<file path="config.mk">
export PLATFORM = sky130hd
export DESIGN_NAME = nor_chain_pulse_tester
export DESIGN_NICKNAME = d
export VERILOG_FILES = /design/src/rtl/nor_chain_pulse_tester.sv
export SDC_FILE = /design/constraint.sdc
export NUM_CORES = 1
export LEC_CHECK = 0
export ABC_AREA = 1
export CORE_AREA = 3 3 141 143
export DETAILED_ROUTE_END_ITERATION = 10
export DIE_AREA = 0 0 144 146
export MAX_ROUTING_LAYER = met4
export PLACE_DENSITY = 0.54
export REMOVE_ABC_BUFFERS = 1
export SLEW_MARGIN = 20
export SYNTH_ARGS = -nofsm -noshare
export SYNTH_HDL_FRONTEND = slang
export SYNTH_SLANG_ARGS = --single-unit
</file>
<file path="constraint.sdc">
create_clock -name CLK -period 2.38 [get_ports CLK]
set_input_delay 0.238 -clock CLK [delete_from_list [all_inputs] [get_ports CLK]]
set_output_delay 0.238 -clock CLK [all_outputs]
set_load 0.01 [all_outputs]
</file>
<file path="src/rtl/nor_chain_pulse_tester.sv">
// Pulse-train stimulus into a CHANNELS-wide, STAGES-deep NOR2 chain.
// Chain outputs are synchronised and their edges counted per channel, with a verdict at the end of each run.

module NOR2_X2 (
  input  logic A1,
  input  logic A2,
  output logic ZN
);
  assign ZN = ~(A1 | A2);
endmodule

module nor_chain_pulse_tester #(
  parameter int STAGES   = 54,
  parameter int CHANNELS = 2,
  parameter int PW_W     = 8,
  parameter int CNT_W    = 16,
  parameter int TIMEOUT  = 255
) (
  input  logic                      CLK,
  input  logic                      RST_N,
  input  logic                      START,
  input  logic [PW_W-1:0]           PULSE_W,
  input  logic [3:0]                PULSE_CNT,
  output logic                      BUSY,
  output logic                      DONE,
  output logic                      STIM_OUT,
  output logic [CHANNELS-1:0]       OUT_Z,
  output logic [CHANNELS*CNT_W-1:0] EDGE_CNT,
  output logic [CHANNELS-1:0]       PASS,
  output logic [CNT_W-1:0]          FIRST_LAT
);

  localparam int WAIT_W = $clog2(TIMEOUT);
  localparam int EW     = CNT_W + 5;
  localparam logic [PW_W-1:0]   PW_ONE    = PW_W'(1);
  localparam logic [CNT_W-1:0]  CNT_ONE   = CNT_W'(1);
  localparam logic [CNT_W-1:0]  CNT_MAX   = {CNT_W{1'b1}};
  localparam logic [WAIT_W-1:0] WAIT_ONE  = WAIT_W'(1);
  localparam logic [WAIT_W-1:0] WAIT_LAST = WAIT_W'(TIMEOUT - 1);

  typedef enum logic [1:0] {S_IDLE, S_LAUNCH, S_WAIT, S_REPORT} state_t;

  state_t state, state_nxt;

  logic [CHANNELS-1:0] chain [STAGES];
  logic [CHANNELS-1:0] sync1, sync2, prev, edge_flag;
  logic [CNT_W-1:0]    cnt [CHANNELS];

  logic [PW_W-1:0]   pw_q, ph_cnt;
  logic [3:0]        pc_q, idx;
  logic              hi;
  logic [WAIT_W-1:0] wait_cnt;
  logic              lat_run, lat_found;
  logic [EW-1:0]     exp_edges;

  logic accept, ph_end, launch_last, cnt_en;
  logic stim_d, busy_d, done_d;

  // Every stage inverts; an even stage count keeps OUT_Z in phase with STIM_OUT.
  genvar s, k;
  generate
    for (s = 0; s < STAGES; s++) begin : g_stage
      for (k = 0; k < CHANNELS; k++) begin : g_cell
        if (s == 0) begin : g_first
          NOR2_X2 u_nor (.A1(STIM_OUT), .A2(STIM_OUT), .ZN(chain[s][k]));
        end else begin : g_rest
          NOR2_X2 u_nor (.A1(chain[s-1][k]), .A2(chain[s-1][(k+1)%CHANNELS]), .ZN(chain[s][k]));
        end
      end
    end
    for (k = 0; k < CHANNELS; k++) begin : g_cnt_out
      assign EDGE_CNT[k*CNT_W +: CNT_W] = cnt[k];
    end
  endgenerate

  assign OUT_Z     = chain[STAGES-1];
  assign edge_flag = sync2 ^ prev;

  assign accept      = (state == S_IDLE) && START;
  assign ph_end      = (ph_cnt == pw_q - PW_ONE);
  assign launch_last = !hi && ph_end && (idx == pc_q - 4'd1);
  assign cnt_en      = (state == S_LAUNCH) || (state == S_WAIT);
  assign exp_edges   = (pw_q == '0) ? '0 : EW'({pc_q, 1'b0});

  always_ff @(posedge CLK or negedge RST_N) begin
    if (!RST_N) state <= S_IDLE;
    else        state <= state_nxt;
  end

  always_comb begin
    state_nxt = state;
    case (state)
      S_IDLE:   if (START) state_nxt = (PULSE_W == '0 || PULSE_CNT == 4'd0) ? S_WAIT : S_LAUNCH;
      S_LAUNCH: if (launch_last) state_nxt = S_WAIT;
      S_WAIT:   if (wait_cnt == WAIT_LAST) state_nxt = S_REPORT;
      S_REPORT: state_nxt = S_IDLE;
      default:  state_nxt = S_IDLE;
    endcase
  end

  always_comb begin
    stim_d = (state == S_LAUNCH) && hi;
    busy_d = (state_nxt != S_IDLE);
    done_d = (state == S_REPORT);
  end

  always_ff @(posedge CLK or negedge RST_N) begin
    if (!RST_N) begin
      STIM_OUT <= 1'b0;
      BUSY     <= 1'b0;
      DONE     <= 1'b0;
      sync1    <= '0;
      sync2    <= '0;
      prev     <= '0;
    end else begin
      STIM_OUT <= stim_d;
      BUSY     <= busy_d;
      DONE     <= done_d;
      sync1    <= OUT_Z;
      sync2    <= sync1;
      prev     <= sync2;
    end
  end

  always_ff @(posedge CLK or negedge RST_N) begin
    if (!RST_N) begin
      pw_q     <= '0;
      pc_q     <= '0;
      ph_cnt   <= '0;
      hi       <= 1'b0;
      idx      <= '0;
      wait_cnt <= '0;
    end else begin
      if (accept) begin
        pw_q   <= PULSE_W;
        pc_q   <= PULSE_CNT;
        ph_cnt <= '0;
        hi     <= 1'b1;
        idx    <= '0;
      end else if (state == S_LAUNCH) begin
        if (ph_end) begin
          ph_cnt <= '0;
          hi     <= ~hi;
          if (!hi) idx <= idx + 4'd1;
        end else begin
          ph_cnt <= ph_cnt + PW_ONE;
        end
      end
      wait_cnt <= (state == S_WAIT) ? wait_cnt + WAIT_ONE : '0;
    end
  end

  // Edges flagged while REPORT is current are deliberately dropped.
  always_ff @(posedge CLK or negedge RST_N) begin
    if (!RST_N) begin
      for (int i = 0; i < CHANNELS; i++) cnt[i] <= '0;
      PASS <= '0;
    end else if (accept) begin
      for (int i = 0; i < CHANNELS; i++) cnt[i] <= '0;
      PASS <= '0;
    end else begin
      for (int i = 0; i < CHANNELS; i++) begin
        if (cnt_en && edge_flag[i] && cnt[i] != CNT_MAX) cnt[i] <= cnt[i] + CNT_ONE;
        if (state == S_REPORT) PASS[i] <= (EW'(cnt[i]) == exp_edges) && !sync2[i];
      end
    end
  end

  // Latency counts from the first stimulus rise; the freezing edge's cycle is included.
  always_ff @(posedge CLK or negedge RST_N) begin
    if (!RST_N) begin
      FIRST_LAT <= '0;
      lat_run   <= 1'b0;
      lat_found <= 1'b0;
    end else if (accept) begin
      FIRST_LAT <= '0;
      lat_run   <= 1'b0;
      lat_found <= 1'b0;
    end else if (state == S_REPORT) begin
      lat_run <= 1'b0;
      if (!lat_found) FIRST_LAT <= CNT_MAX;
    end else if (!lat_found && !lat_run && stim_d && !STIM_OUT) begin
      lat_run   <= 1'b1;
      FIRST_LAT <= '0;
    end else if (lat_run) begin
      if (FIRST_LAT != CNT_MAX) FIRST_LAT <= FIRST_LAT + CNT_ONE;
      if (cnt_en && edge_flag[0]) begin
        lat_run   <= 1'b0;
        lat_found <= 1'b1;
      end
    end
  end

endmodule

</file>
==> PnR_summary.wiki <==
{| class="wikitable"
! Metric !! Value
|-
| Largest net degree at the start of global routing || 58
|-
| Mean area per synthesized cell || 7.500 sq um
|-
| Endpoint type of the worst setup path || register
|-
| Worst setup slack before clock tree synthesis || 0.2582 ns
|-
| Outcome || complete, no violations
|-
| Final non-filler cell total || 1056
|-
| Register area || 2327 sq um
|-
| Clock Pin Slew Worst Setup and Hold Paths || 0.07 ns
|-
| Required @ worst endpoint || 2.63 ns
|-
| Total count of max-transition violations in the final report || 0
|-
| Power Density || 1063 nW/um^2
|-
| Origin of the worst min-delay path || sync1[0]
|-
| Leak || 0.003139 uW
|-
| Cell with the most instances after synthesis || sky130_fd_sc_hd__nand2_1
|-
| Critical-path top delay cell || sky130_fd_sc_hd__dfrtp_1
|-
| Post-DP HPWL || 10450 um
|-
| Unique masters post-synth || 46
|-
| Number of stages on the worst setup path || 10
|-
| Number of CTS-inserted buffers || 9
|-
| RSZ-0062 raised after global routing || no
|-
| Die ar. || 21020 sq um
|-
| First-pass GRT wire length || 23930 um
|-
| Worst-Margin Slew || 0.5918 ns
|-
| IO Port Bufs || 69
|-
| Layout cell share with drive strength beyond 1 || 7.421%
|-
| Final setup violating endpoints || 0
|-
| Synth top area cells || sky130_fd_sc_hd__dfrtp_1, sky130_fd_sc_hd__nand2_1, sky130_fd_sc_hd__inv_1
|-
| Endpoint with the worst hold slack || sync2[0]
|-
| Worst-case register-to-register setup slack || 0.26 ns
|-
| Clk sink count || 93
|-
| Most common cell type on the critical path || sky130_fd_sc_hd__nand2_1
|-
| # IOs || 70
|-
| Antenna Nets Post-Route || 0
|-
| Clock H-tree levels || 3
|-
| Number of global-route vias before repair || 4761
|-
| Launch point of the critical path || state[0]
|-
| Worst EP arrival || 2.37 ns
|-
| Share of flip-flops with an asynchronous set or reset || 100.0%
|-
| Post-synth top area share || 41.76%
|-
| Number of iterations in the first detailed-routing pass || 5
|-
| Antenna Cells || 0
|-
| Gr usage total || 14.52%
|-
| Largest area contributor in the netlist || sky130_fd_sc_hd__dfrtp_1
|-
| Period utilisation layout || 89.12%
|-
| Routed vias/inst || 4.733
|-
| Worst Hold Class || register to register
|-
| Effective utilization at floorplan || 29.79%
|-
| Largest delay share family, worst path || simple AND/OR/NAND/NOR gates
|-
| Routability congestion estimate || 0.8652
|-
| Final Hold Viols || 0
|-
| Register bit count reported by yosys || 93
|-
| Cell breakdown of the critical path || inv_1 > ha_1 > nand2_1 > nor2_2 > nand2_2 > inv_2 > nand2_1 > nor3_1 > and2_1 > nor2_1
|-
| Number of filler cells placed in the layout || 1918
|-
| Core ar. || 18710 sq um
|-
| Largest vdd supply drop || 464.4 uV
|-
| Die height || 146 um
|-
| Via Count || 4998
|-
| Average wire per cell in the routed design || 13.50 um
|-
| Peak clock frequency supported by timing || 471.4 MHz
|-
| Final worst setup slack || 0.2588 ns
|-
| Area taken by multi-input logic gates || 2789 sq um
|-
| Cell count after placement || 1039
|-
| Number of flops mapped to enable cells by yosys || 0
|-
| Total wirelength of the detailed-routed design || 14260 um
|-
| Worst-case headroom to the max-slew limit || 60.55%
|-
| Clk_lat worst skew || 0.35 ns
|-
| Critical-path maximum fanout || 10
|-
| Final Net Count || 847
|-
| Highest cell delay on the worst timing path || 0.41 ns
|-
| Number of buffers on the longest clock path || 2
|-
| Worst hold path cell count || 0
|-
| Starting DRT DRC Count || 256
|-
| Total congestion overflow || 0
|-
| R2r startpoint || state[0]
|-
| Warnings, synthesis || 0
|-
| Logic depth of the worst register-to-register path || 10
|-
| Clock tree root driver cell || sky130_fd_sc_hd__clkbuf_16
|-
| Worst Path Buf+Inv || 2
|-
| Synth-to-Final Area Change || 23.44%
|-
| End of the worst register-to-register path || EDGE_CNT[26]
|-
| Synth Instances || 743
|-
| Die width || 144 um
|-
| Max-cap viol count || 0
|-
| Fraction of the core area covered by cells at the end of the flow || 36.78%
|-
| Antenna violations before repair || 0
|-
| TritonCTS clock tree || done
|-
| Synth Cell Area || 5573 sq um
|-
| Worst clock skew || 0.007728 ns
|-
| Count of standard-cell rows || 50
|-
| Min Tclk post-route || 2.121 ns
|-
| Startpoint Class || register
|-
| Fraction of the yosys area taken by sequential cells || 41.76%
|-
| Post-CTS setup buffers || 0
|-
| Number of DRC violations after detailed routing || 0
|-
| Main synth FF type || sky130_fd_sc_hd__dfrtp_1
|-
| Class of the most critical setup path || register to register
|-
| Post-synth top cells || sky130_fd_sc_hd__nand2_1, sky130_fd_sc_hd__dfrtp_1, sky130_fd_sc_hd__inv_1, sky130_fd_sc_hd__nor2_1, sky130_fd_sc_hd__nand3_1
|}
## state kept, by name (all words and copies together) (netlist names), 2 cells and up
| register | count |
|---|---|
| FIRST_LAT | 16 |
| state | 2 |
| pw_q | 8 |
| ph_cnt | 8 |
| EDGE_CNT | 32 |
| idx | 4 |
| PASS | 2 |
| pc_q | 4 |
| wait_cnt | 8 |
## cell usage in the layout, fill, tap and decap left out, drive strengths merged, types with 2 or more instances in the layout
cell / Yosys / routed
a31oi: 6 / 6
nor4: 7 / 7
a211oi: 2 / 2
nand3: 63 / 63
buf: 8 / 11
a21oi: 34 / 34
and3: 2 / 2
nand4: 18 / 18
nor2: 71 / 71
o21ai: 54 / 54
clkdlybuf4s50: 0 / 68
xor2: 21 / 21
ha: 15 / 15
xnor2: 5 / 5
dfrtp: 93 / 93
nand2: 194 / 194
inv: 94 / 96
nor3: 27 / 27
o31ai: 4 / 4
or2: 4 / 4
o211ai: 3 / 3
clkbuf: 9 / 12
## worst register-to-register path: cells and delay by family, from the launching register on
| kind | cells | cell delay, ns |
|---|---|---|
| AND/OR/NAND/NOR | 7 | 1.06 |
| flip-flops | 1 | 0.41 |
| adder cells (fa/ha/maj) | 1 | 0.29 |
| buffers and inverters | 2 | 0.26 |
## power by group
group	internal (uW)	switching, uW
logic	1330	1920
registers	2000	523
clock network	906	636
total	4230	3080
## stage by stage
step                      power, uW  hold WS, ns  cell area, sq um  setup TNS, ns
after CTS                      7410       0.3503              6879              0
after detailed placement       5815       0.2857              6550              0
final                          7315       0.3486              6879              0
after global placement         5792       0.2841              6550              0
after floorplan                4592     -0.05759              5469       -0.05848
after global routing           7983       0.3615              6879              0
## kinds of logic after synthesis
logic type	after synthesis	share of synthesized area (%)
DFF	93	41.76
adders and majority gates	15	3.368
AOI/OAI and AO/OA	109	10.75
and+or+nand+nor	389	31.84
xor gates and xnor gates	26	4.086
buffers and inverters	111	8.195
## per-layer routing
layer | up-vias | wire length, um | global-route usage (%)
li1 | 2585 | - | -
met1 | 2274 | 7367 | 20.95
met2 | 113 | 5977 | 19.95
met3 | 26 | 622 | 3.089
met4 | 0 | 291 | 5.132
met5 | - | 0 | -
## worst max path at each step
stage	end	slack, ns
5_1_grt	EDGE_CNT[30]	0.08
3_3_place_gp	EDGE_CNT[26]	0.32
6_report	EDGE_CNT[26]	0.26
3_5_place_dp	EDGE_CNT[26]	0.26
2_1_floorplan	ph_cnt[6]	-0.06
4_1_cts	EDGE_CNT[26]	0.24
## cell type report
type	instances	area share, %
multi-input combinational	539	40.54
sequential	93	33.83
inverter	94	5.129
clock buffer	12	3.874
timing repair buffer	80	11.60
tap	234	4.256
clock inverter	4	0.7639
## timing repair
action | CTS | global route
endpoints found under the hold margin | 40 | 0
hold buffers | 1 | 0
gates resized for setup | 0 | 0
(Power assumes the default switching activity.)
